--- config.mk ---
export PLATFORM = sky130hd
export DESIGN_NAME = adc_sample_scheduler
export DESIGN_NICKNAME = d
export VERILOG_FILES = /design/src/rtl/adc_sched_pkg.sv /design/src/rtl/rr_arbiter.sv /design/src/rtl/adc_sample_scheduler.sv
export SDC_FILE = /design/constraint.sdc
export NUM_CORES = 1
export LEC_CHECK = 0
export BUFFER_PORTS_ARGS = -buffer_cell sky130_fd_sc_hd__buf_2
export CORE_UTILIZATION = 45
export CTS_CLUSTER_DIAMETER = 120
export DETAILED_ROUTE_END_ITERATION = 6
export PLACE_DENSITY = 0.7
export SKIP_LAST_GASP = 1
export SLEW_MARGIN = 40
export SYNTH_ARGS = -nofsm -noshare
export SYNTH_HDL_FRONTEND = slang
export SYNTH_SLANG_ARGS = --single-unit
--- constraint.sdc ---
create_clock -name clk -period 4 [get_ports clk]
set_input_delay 0.8 -clock clk [delete_from_list [all_inputs] [get_ports clk]]
set_output_delay 0.8 -clock clk [all_outputs]
set_load 0.05 [all_outputs]
--- src/rtl/adc_sched_pkg.sv ---
// ============================================================================
//  adc_sched_pkg : shared constants and state encoding for adc_sample_scheduler
//  Revision: 1.0
// ============================================================================
`default_nettype none

package adc_sched_pkg;

  localparam int ADC_W     = 8;
  localparam int AVG_N     = 4;
  localparam int AVG_SHIFT = 2;

  typedef enum logic [1:0] {
    IDLE = 2'd0,
    SKIP = 2'd1,
    CAP  = 2'd2,
    RESP = 2'd3
  } state_t;

endpackage

`default_nettype wire

--- src/rtl/rr_arbiter.sv ---
// ============================================================================
//  rr_arbiter : combinational round-robin select, search starts at ptr
//  Revision: 1.0
// ============================================================================
`default_nettype none

module rr_arbiter
  import adc_sched_pkg::*;
#(
  parameter int NUM_REQ = 4
) (
  input  logic [NUM_REQ-1:0]         req,
  input  logic [$clog2(NUM_REQ)-1:0] ptr,
  output logic [NUM_REQ-1:0]         gnt,
  output logic [$clog2(NUM_REQ)-1:0] gnt_idx,
  output logic                       valid
);

  localparam int IW = $clog2(NUM_REQ);

  always_comb begin : p_select
    int          j;
    logic [IW-1:0] sel;
    gnt     = '0;
    gnt_idx = '0;
    valid   = 1'b0;
    j       = 0;
    sel     = '0;
    for (int k = 0; k < NUM_REQ; k++) begin
      j = int'(ptr) + k;
      if (j >= NUM_REQ) j = j - NUM_REQ;
      sel = j[IW-1:0];
      if (!valid && req[sel]) begin
        valid    = 1'b1;
        gnt[sel] = 1'b1;
        gnt_idx  = sel;
      end
    end
  end

endmodule

`default_nettype wire

--- src/rtl/adc_sample_scheduler.sv ---
// ============================================================================
//  adc_sample_scheduler : round-robin sharing of one serial ADC driver with
//  stale-conversion flush and per-strobe timeout. ADC_SCHED_AVG_EN enables
//  4-sample averaging.
//  Revision: 1.0
// ============================================================================
`default_nettype none

module adc_sample_scheduler
  import adc_sched_pkg::*;
#(
  parameter int NUM_REQ     = 4,
  parameter int SKIP_DONES  = 1,
  parameter int TIMEOUT_CYC = 255
) (
  input  logic               clk,
  input  logic               rst,
  input  logic [NUM_REQ-1:0] req,
  output logic [NUM_REQ-1:0] gnt,
  output logic               rsp_valid,
  output logic [ADC_W-1:0]   rsp_data,
  output logic               rsp_err,
  output logic               busy,
  input  logic               adc_done,
  input  logic [ADC_W-1:0]   adc_data
);

  localparam int            IW       = $clog2(NUM_REQ);
  localparam logic [IW-1:0] LAST_IDX = IW'(NUM_REQ - 1);
  localparam logic [15:0]   TMO_LAST = 16'(TIMEOUT_CYC - 1);

  state_t             state;
  logic [IW-1:0]      ptr;
  logic [1:0]         skip_cnt;
  logic [15:0]        tmo_cnt;
  logic [NUM_REQ-1:0] arb_gnt;
  logic [IW-1:0]      arb_idx;
  logic               arb_valid;
  logic               tmo_hit;

  assign tmo_hit = !adc_done && (tmo_cnt == TMO_LAST);

`ifdef ADC_SCHED_AVG_EN
  localparam logic [AVG_SHIFT-1:0] AVG_LAST = AVG_SHIFT'(AVG_N - 1);
  logic [ADC_W+AVG_SHIFT-1:0] acc;
  logic [ADC_W+AVG_SHIFT-1:0] acc_sum;
  logic [AVG_SHIFT-1:0]       avg_cnt;
  assign acc_sum = acc + {{AVG_SHIFT{1'b0}}, adc_data};
`endif

  rr_arbiter #(.NUM_REQ(NUM_REQ)) u_arb (
    .req     (req),
    .ptr     (ptr),
    .gnt     (arb_gnt),
    .gnt_idx (arb_idx),
    .valid   (arb_valid)
  );

  always_ff @(posedge clk or posedge rst) begin
    if (rst) begin
      state     <= IDLE;
      gnt       <= '0;
      ptr       <= '0;
      skip_cnt  <= '0;
      tmo_cnt   <= '0;
      rsp_valid <= 1'b0;
      rsp_data  <= '0;
      rsp_err   <= 1'b0;
      busy      <= 1'b0;
`ifdef ADC_SCHED_AVG_EN
      acc       <= '0;
      avg_cnt   <= '0;
`endif
    end else begin
      case (state)
        IDLE: begin
          // A strobe arriving with the grant belongs to a conversion already in flight.
          if (arb_valid) begin
            gnt      <= arb_gnt;
            ptr      <= (arb_idx == LAST_IDX) ? '0 : arb_idx + 1'b1;
            skip_cnt <= 2'(SKIP_DONES);
            tmo_cnt  <= '0;
            busy     <= 1'b1;
            state    <= (SKIP_DONES > 0) ? SKIP : CAP;
`ifdef ADC_SCHED_AVG_EN
            acc      <= '0;
            avg_cnt  <= '0;
`endif
          end
        end
        SKIP, CAP: begin
          if (adc_done) begin
            tmo_cnt <= '0;
            if (state == SKIP) begin
              skip_cnt <= skip_cnt - 1'b1;
              if (skip_cnt == 2'd1) state <= CAP;
            end else begin
`ifdef ADC_SCHED_AVG_EN
              if (avg_cnt == AVG_LAST) begin
                rsp_data  <= acc_sum[ADC_W+AVG_SHIFT-1:AVG_SHIFT];
                rsp_valid <= 1'b1;
                rsp_err   <= 1'b0;
                state     <= RESP;
              end else begin
                acc     <= acc_sum;
                avg_cnt <= avg_cnt + 1'b1;
              end
`else
              rsp_data  <= adc_data;
              rsp_valid <= 1'b1;
              rsp_err   <= 1'b0;
              state     <= RESP;
`endif
            end
          end else if (tmo_hit) begin
            rsp_data  <= '0;
            rsp_valid <= 1'b1;
            rsp_err   <= 1'b1;
            state     <= RESP;
          end else begin
            tmo_cnt <= tmo_cnt + 1'b1;
          end
        end
        RESP: begin
          rsp_valid <= 1'b0;
          rsp_err   <= 1'b0;
          gnt       <= '0;
          busy      <= 1'b0;
          state     <= IDLE;
        end
        default: state <= IDLE;
      endcase
    end
  end

endmodule

`default_nettype wire

# Yosys cells after proc, flatten, opt, wreduce, memory -nomap -nowiden
# Cells that the tools add are included.
[totals]
reg_bits = 37
latchBits = 0
ramBits = 0
mem_bits_ro = 0
in_bits = 15
out_inout_bits = 15
elab_cells = 133
mem_count = 0
[op_classes]
addsub = 10
n_mul = 0
div_mod_pow = 0
order_cmp = 12
n_eq_ne = 14
shifts = 0
mux = 60
n_bitwise = 3
reduce_logical = 25
[ops]
columns = ["operator", "count"]
rows = [
  ["2-to-1 mux 16 bit", 3],
  ["2-to-1 mux 2 bit", 16],
  ["one-hot mux 16 bit (2 select lines)", 1],
  ["2-to-1 mux 8 bit", 3],
  ["2-to-1 mux 4 bit", 5],
  ["2-to-1 mux 1 bit", 18],
  ["adder 16 x 1 -> 16 bit, second input constant", 1],
  ["equality test 16 x 8 -> 1 bit, second input constant", 1],
  ["< comparator 2 x 3 -> 1 bit, second input constant", 4],
  ["bitwise OR 4 bit", 3],
  ["AND reduction 3 bit", 4],
  ["subtractor 2 x 1 -> 2 bit, second input constant", 5],
  ["greater-or-equal comparator 3 bit, second input constant", 3],
  ["inequality test 3 bit, second input constant", 3],
  ["binary-select mux 1 bit (select 2 bit)", 4],
  ["demux 1 bit (select 2 bit)", 4],
  ["greater-or-equal comparator 2 x 1 -> 1 bit, second input constant", 4],
  ["logical AND 1 bit", 8],
  ["inequality test 2 bit, second input constant", 4],
  ["one-hot mux 4 bit (2 select lines)", 1],
  ["nonzero test 2 bit", 4],
  ["adder 2 x 2 -> 3 bit, second input constant", 2],
  ["equality test 2 bit, second input constant", 3],
  ["one-hot mux 1 bit (2 select lines)", 3],
  ["12 further kinds", 17],
]

# Logic depth before layout (Yosys ltp)
# Gate-level depths: netlist (run 1).
[depth]
word_depth = 16
depth_mapped = 9
depth_no_buf = 7

# Modules after synthesis
# From an unflattened synthesis (run 1), not the netlist that was laid out.
[unflattened]
cells_unflattened = 246
hier_area_um2 = 2384.8
[modules_own_cells]
columns = ["mod", "instances", "cells_per_inst", "area_per_inst_um2", "seq_area_each_um2"]
rows = [
  ["adc_sample_scheduler", 1, 201, 1965.6, 925.9],
  ["rr_arbiter", 1, 45, 419.2, 0.0],
]

# Worst setup path after synthesis (run 1)
# Ideal clock, no wire load.
[synth_timing]
path_type = "input-to-reg"
from = "input req[1]"
to = "register tmo_cnt[4]"
setup_ns = 0.132
arrival_ns = 2.224
t_required_ns = 3.868
path_slack_ns = 1.644
stages = 7
n_path_buf = 2
cell_sequence = "buf_2 or4_1 mux2i_4 a211o_1 buf_2 xor2_1 nor2_1"
[synth_between]
elab_chain_len = 14
word_cells_on_any_way = 20
classes_between = "eq/ne: 1; mux: 12; reduce/logical: 7"
[synth_rtl]
columns = ["element", "line_no", "source"]
rows = [
  ["start: declaration", "adc_sample_scheduler.sv:18", "input logic [NUM_REQ-1:0] req,"],
  ["binary-select mux 1 bit (select 2 bit)", "rr_arbiter.sv:33", "if (!valid && req[sel]) begin"],
  ["2-to-1 mux 1 bit (not written as such)", "rr_arbiter.sv:33", ""],
  ["2-to-1 mux 1 bit", "rr_arbiter.sv:33", ""],
  ["logical NOT 1 bit", "rr_arbiter.sv:33", ""],
  ["logical AND 1 bit", "rr_arbiter.sv:33", ""],
  ["2-to-1 mux 1 bit", "rr_arbiter.sv:33", ""],
  ["logical NOT 1 bit", "rr_arbiter.sv:33", ""],
  ["logical AND 1 bit", "rr_arbiter.sv:33", ""],
  ["2-to-1 mux 1 bit", "rr_arbiter.sv:33", ""],
  ["logical NOT 1 bit", "rr_arbiter.sv:33", ""],
  ["logical AND 1 bit", "rr_arbiter.sv:33", ""],
  ["2-to-1 mux 1 bit (*)", "rr_arbiter.sv:33", ""],
  ["inequality test 2 bit (no line) (*)", "n/a", ""],
  ["AND reduction 3 bit (no line) (*)", "n/a", ""],
  ["end signal: assignment", "adc_sample_scheduler.sv:121", "tmo_cnt <= tmo_cnt + 1'b1;"],
  ["end: declaration", "adc_sample_scheduler.sv:35", "logic [15:0] tmo_cnt;"],
]
# Mark *: on every way between the ends. The rest lies on a longest branch, timed or not. The select of a mux whose other input is x is not followed.
# A chain may end at the register's enable or synchronous reset.

# Worst setup path in the final report (run 1)
[layout_timing]
from = "register ptr[0]"
to = "register ptr[1]"
[layout_between]
elab_chain_len = 16
word_cells_on_any_way = 41
classes_between = "add/sub: 8; order compare: 4; eq/ne: 1; mux: 21; reduce/logical: 7"
[layout_rtl]
columns = ["element", "line_no", "source"]
rows = [
  ["start: declaration", "adc_sample_scheduler.sv:33", "logic [IW-1:0] ptr;"],
  ["start signal: assignment", "adc_sample_scheduler.sv:80", "ptr <= (arb_idx == LAST_IDX) ? '0 : arb_idx + 1'b1;"],
  ["parallel branches: the longest is 16 deep, another holds adder 2 x 1 -> 3 bit", "n/a", ""],
]
# Several ways; the timed one is not identified. The select of a mux whose other input is x is not followed.

==> results of run 1 <==
-- area by class of cell --
cell class	count	area, um^2
fill	433	2236
clock buffer	7	86.33
timing repair buffer	30	152.6
sequential	37	925.9
inverter	22	82.58
tap	67	83.83
multi-input combinational	180	1251
clock inverter	1	30.03
-- cells in the final DEF (no fill, tap or decap), drive strengths merged, types with 3 or more instances in the layout --
master | synthesis | final
a21o | 4 | 4
nor3 | 5 | 5
clkbuf | 3 | 7
nand2 | 29 | 29
and4 | 3 | 3
a221o | 4 | 4
or3 | 6 | 6
inv | 22 | 22
ha | 13 | 13
dfrtp | 37 | 37
a22oi | 4 | 4
o31ai | 6 | 6
nor2 | 12 | 12
nand3 | 4 | 4
a211oi | 4 | 4
mux2i | 12 | 12
buf | 8 | 30
o21ai | 15 | 15
a31oi | 5 | 5
nand4 | 3 | 3
or4 | 7 | 7
a21oi | 15 | 15
xnor2 | 5 | 5
-- flip-flops by register name (all words and copies together) (netlist names) --
name	count
state	2
busy	1
tmo_cnt	16
ptr	2
rsp_err	1
rsp_data	8
skip_cnt	2
rsp_valid	1
gnt	4
-- synthesized netlist by cell type, types with 4 or more instances --
master / instances / area, um^2
dfrtp_1: 37 / 925.9
mux2i_1: 11 / 110.1
nand2_1: 29 / 108.9
buf_2: 6 / 30.03
xnor2_1: 5 / 43.79
o21ai_0: 15 / 75.07
a31oi_1: 5 / 31.28
a22oi_1: 4 / 30.03
ha_1: 13 / 162.7
nor2_1: 12 / 45.04
a211oi_1: 4 / 30.03
or4_1: 7 / 52.55
nand3_1: 4 / 20.02
or3_1: 6 / 37.54
nor3_1: 5 / 25.02
a221o_1: 4 / 40.04
inv_1: 22 / 82.58
o31ai_1: 6 / 45.04
a21oi_1: 15 / 75.07
-- logic make-up after synthesis --
kind of cell | after synthesis
compound gates | 67
xor+xnor | 6
fa+ha+maj | 13
buf+inv | 33
flops | 37
mux | 15
simple gates | 79
-- final timing paths --
kind,end,cells after the start,start
setup / recovery,ptr[1]$_DFFE_PP0P_,7,ptr[0]$_DFFE_PP0P_
hold / removal,rsp_valid$_DFFE_PP0P_,1,rsp_valid$_DFFE_PP0P_
setup reg to reg,ptr[1]$_DFFE_PP0P_,7,ptr[0]$_DFFE_PP0P_
hold reg to reg,rsp_valid$_DFFE_PP0P_,1,rsp_valid$_DFFE_PP0P_
max in group asynchronous,ptr[1]$_DFFE_PP0P_,3,rst
min in group asynchronous,tmo_cnt[14]$_DFFE_PP0P_,3,rst
-- layer usage --
| metal | vias to the layer above | share of wire [%] | GRT usage [%] |
|---|---|---|---|
| met2 | 47 | 45 | 28.03 |
| met1 | 915 | 48 | 25.56 |
| met3 | 6 | 5.3 | 4.252 |
| li1 | 953 | - | - |
| met5 | - | 0 | 0 |
| met4 | 0 | 1.4 | 7.051 |
-- power by group --
group	switching, uW	internal (uW)	leakage (uW)
sequential	98.4	476	0.000485
combinational	693	348	0.000662
clock	133	203	0.0000585
total	924	1030	0.00121
-- per-stage QoR --
stage                     area [um^2]  setup slack, ns  std cells  power, uW
after floorplan                  2321            1.644        250       1417
after global placement           2494            1.480        336       1597
after detailed placement         2496            1.450        336       1621
after CTS                        2613            1.559        344       1965
after global routing             2613            1.366        344       2092
final                            2613            1.570        344       1951
==> results.toml, run 1 <==
[logic_synthesis]
ys_seq_elements = 37
ys_types = 46
synth_edf_count = 0
synth_seq_area_share_pct = 39.89
avgSynthCellArea_um2 = 9.284
synth_area_um2 = 2321
syn_inst = 250
synthMuxAreaShare_pct = 7.655
yosysWarnings = 0
synth-adder-area-share_pct = 7.008
synth-compound-area-share_pct = 18.98
synthSimpleGateAreaFrac_pct = 17.90
synth_top_family_by_area = "compound AO/OA/AOI/OAI gates"
synthXorXnorAreaFrac_pct = 2.264
async_reset_ff_share_pct = 100.0
synth_flop_cell = "dfrtp_1"
synth_nets = 278

[clock_tree]
cts_buffers = 5
post_cts_resized = 0
htreeDepth = 2
cts_tree = "done"
post_cts.repair.setup_buffers = 0
clkLatencyLatePin_ns = 0.29
cts.path.max_buffers = 2
path_clk_slew_ns = 0.07
cts.root.buffer_cell = "clkbuf_8"
clock-sinks = 37
holdBufCountCts = 0

[timing]
timing.setup.tns_ns = 0
hold_slack_ns = 0.4932
setup_viol_count_final = 0
finalMaxSlewViolations = 0
min_period_over_period_pct = 60.76
worst_pin_slew_ns = 0.6941
fin_skew_ns = 0.008256
max_freq_mhz = 411.4
post-route-min-period_ns = 2.431
hold_viol = 0
rsz0062_at_grt = "false"
maxSlewHeadroom_pct = 53.63

[global_route]
grt_max_degree = 38
antenna_found_initial = 0
grt_pass1_wl_um = 7596
grt_pass1_vias = 1629
grt.total_usage_pct = 18.48
grt-ovfl-total = 0

[cells_and_area]
antenna_cells = 0
syn_to_final_growth_pct = 12.56
fin_nets = 304
drive_above_1_share_pct = 16.61
final_core_utilization_pct = 53.88

[routing]
vias = 1921
dr.pass1.iters = 4
final_antenna_net_count = 0
drtIter0Drc = 76
drcViolationCount = 0
drt-total-wl_um = 4614
viasPerCell = 5.584
wl_per_cell_um = 13.41

[worst_setup_path]
crit_chain = "inv_1, ha_1, o21bai_1, a21oi_1, a211oi_1, or4_1, a31oi_1"
cp_num_buf_inv = 1
crit_family = "flip-flops"
path_max_fanout = 14
crit_path_start_kind = "register"
worstSetupPathType = "register to register"
ff2ff_setup_slack_ns = 1.57
slowest_stage = "dfrtp_1"
worstPathRequired_ns = 4.21
critPathMaxStageDelay_ns = 0.65
end_kind = "register"
cp.arrival_ns = 2.64

[floorplan]
die_w_um = 73.82
row_count = 25
dieArea_um2 = 5449
fp.dieH_um = 73.82
io-pin-count = 30
start_util_pct = 47.87
core_um2 = 4848

[placement]
portBuffers = 29
gp_congestion = 0.8148
dp_hpwl_um = 3328

[power]
max-vdd-ir-drop_mv = 0.4823
p_per_area_nw_per_um2 = 746.8
power_leakage_uw = 0.001206

[status]
status = "complete, no violations"

[min_path]
hold_class = "register to register"

[flow_run]
cap_violations = 0
(Power assumes the default switching activity.)
==> run 2, diff against run 1 <==
==> constraint.sdc (replaced) <==
create_clock -name clk -period 2.51 [get_ports clk]
set_input_delay 0.502 -clock clk [delete_from_list [all_inputs] [get_ports clk]]
set_output_delay 0.502 -clock clk [all_outputs]
set_load 0.05 [all_outputs]
==> run 2 against run 1 <==
Compared with the run above: count of clock-buffer cells in the layout decreased by 1; critical path depth unchanged; largest cell class unchanged; setup slack got worse by 1.3 ns.
==> results.toml, run 2 (synthesized netlist as in run 1, its figures left out) <==
[cells_and_area]
drive_above_1_share_pct = 17.50
syn_to_final_growth_pct = 12.08
mostFrequentLayoutCells = "37 x dfrtp_1, 29 x nand2_1, 29 x buf_2, 22 x inv_1"
fin_nets = 307
final_cells = 347
final_common_cell = "dfrtp_1"
largest_reg_flops = 16
reg_top3 = "tmo_cnt x16, rsp_data x8, gnt x4"
antenna_cells = 0
top_register = "tmo_cnt"

[worst_setup_path]
cp.arrival_ns = 2.46
rr_worst_depth = 7
end_kind = "register"
worstPathRequired_ns = 2.73
crit_path_start_kind = "register"
path_max_fanout = 11
ff2ff_setup_slack_ns = 0.27
crit-reg2reg-launch = "state[0]$_DFFE_PP0P_"
worst_r2r_endpoint = "tmo_cnt[12]$_DFFE_PP0P_"
worstSetupPathType = "register to register"

[power]
intPower_uw = 1542
p_sw_uw = 1489
max-vdd-ir-drop_mv = 0.6179
comb_power_share_pct = 57.9
power_leakage_uw = 0.001206
pwr-share-clk_pct = 13.2
switching_share_pct = 49.12
p_per_area_nw_per_um2 = 1165
p_seq_share_pct = 28.9

[clock_tree]
cts.path.max_buffers = 2
post_cts.repair.setup_buffers = 0
path_clk_slew_ns = 0.07
post_cts_resized = 0
cts_buffers = 5
holdBufCountCts = 0
clkLatencyLatePin_ns = 0.29
htreeDepth = 2
cts_tree = "done"
clock-sinks = 37
cts.root.buffer_cell = "clkbuf_8"

[floorplan]
row_count = 25
start_util_pct = 47.87
dieArea_um2 = 5449
core_um2 = 4848
fp.dieH_um = 73.82
die_w_um = 73.82
io-pin-count = 30

[global_route]
grt_pass1_wl_um = 8045
grt.total_usage_pct = 19.40
antenna_found_initial = 0
grt_pass1_vias = 1762
top_usage_layer = "met2"
grt_use_met3_pct = 4.252
grt_max_degree = 38
grt_util_met1_pct = 27.30
grt-ovfl-total = 0
grt_use_met2_pct = 29.56

[timing]
setup_viol_count_final = 0
max_freq_mhz = 445.5
min_period_over_period_pct = 89.42
rsz0062_at_grt = "false"
finalMaxSlewViolations = 0
maxSlewHeadroom_pct = 49.96
fin_skew_ns = 0.004824
hold_viol = 0
worst_pin_slew_ns = 0.7490
timing.setup.tns_ns = 0
post-route-min-period_ns = 2.245

[placement]
dp_hpwl_um = 3406
gp_congestion = 0.8913
portBuffers = 29
dp.cells = 339

[routing]
drt-total-wl_um = 4781
drcViolationCount = 0
viasPerCell = 5.591
dr.pass1.iters = 4
drtIter0Drc = 90
final_antenna_net_count = 0
vias = 1940
wl_per_cell_um = 13.78

[flow_run]
cap_violations = 0

[status]
status = "complete, no violations"

[min_path]
hold_class = "primary input to async pin"
-- run 2: cell types whose count changed in the layout (fill, tap and decap cells not counted), sizes merged --
| cell | delta |
|---|---|
| buf | +3 |
| clkinv | +2 |
| bufinv | -1 |
| clkbuf | -1 |
-- run 2: routing by layer --
layer  share of wire (%)  wire, um  vias to the layer above
met3                 3.0       144                        5
met1                  51      2415                      938
met5                   0         0                        -
met4                 1.3        64                        0
met2                  45      2157                       32
li1                    -         -                      965
-- run 2: how the worst max path moves through the flow --
stage                     slack, ns                 endpoint  cells past startpoint            startpoint
after floorplan                0.34       ptr[1]$_DFFE_PP0P_                      8    ptr[0]$_DFFE_PP0P_
after global placement         0.28  tmo_cnt[11]$_DFFE_PP0P_                      6                req[1]
after detailed placement       0.26   tmo_cnt[0]$_DFFE_PP0P_                      6                req[1]
after CTS                      0.28  tmo_cnt[12]$_DFFE_PP0P_                      7  state[0]$_DFFE_PP0P_
after global routing           0.11  tmo_cnt[12]$_DFFE_PP0P_                      7  state[0]$_DFFE_PP0P_
final                          0.27  tmo_cnt[12]$_DFFE_PP0P_                      7  state[0]$_DFFE_PP0P_
-- run 2: power groups by stage --
stage / combinational, uW / clock [uW] / sequential (uW)
after floorplan: 1040 / 0 / 1210
after global placement: 1710 / 0 / 879
after detailed placement: 1750 / 0 / 882
after CTS: 1760 / 413 / 874
after global routing: 1930 / 435 / 896
final: 1750 / 401 / 875
-- run 2: layout make-up --
type / count / area (um^2)
clock buffer: 6 / 72.57
clock inverter: 2 / 10.01
fill: 432 / 2247
inverter: 22 / 82.58
multi-input combinational: 180 / 1251
sequential: 37 / 925.9
tap: 67 / 83.83
timing repair buffer: 33 / 175.2
-- run 2: through the flow --
| stage | utilization (%) | instance area (um^2) | total power, uW | hold slack [ns] | setup slack (ns) |
|---|---|---|---|---|---|
| 2_1_floorplan | - | 2321 | 2259 | 0.4717 | 0.3353 |
| 3_3_place_gp | 51.90 | 2516 | 2586 | 0.4741 | 0.2846 |
| 3_5_place_dp | 51.95 | 2519 | 2636 | 0.4695 | 0.2574 |
| 4_1_cts | 53.65 | 2601 | 3045 | 0.3177 | 0.2784 |
| 5_1_grt | 53.65 | 2601 | 3260 | 0.3722 | 0.1078 |
| 6_report | 53.65 | 2601 | 3030 | 0.3039 | 0.2654 |
-- run 2: worst max-delay path: stages (launching register included) --
cell and delay (ns):
dfrtp_1 0.43, inv_1 0.06, ha_1 0.31, inv_1 0.17, nor2_1 0.15, a211o_1 0.41, or4_1 0.50, a21oi_1 0.15
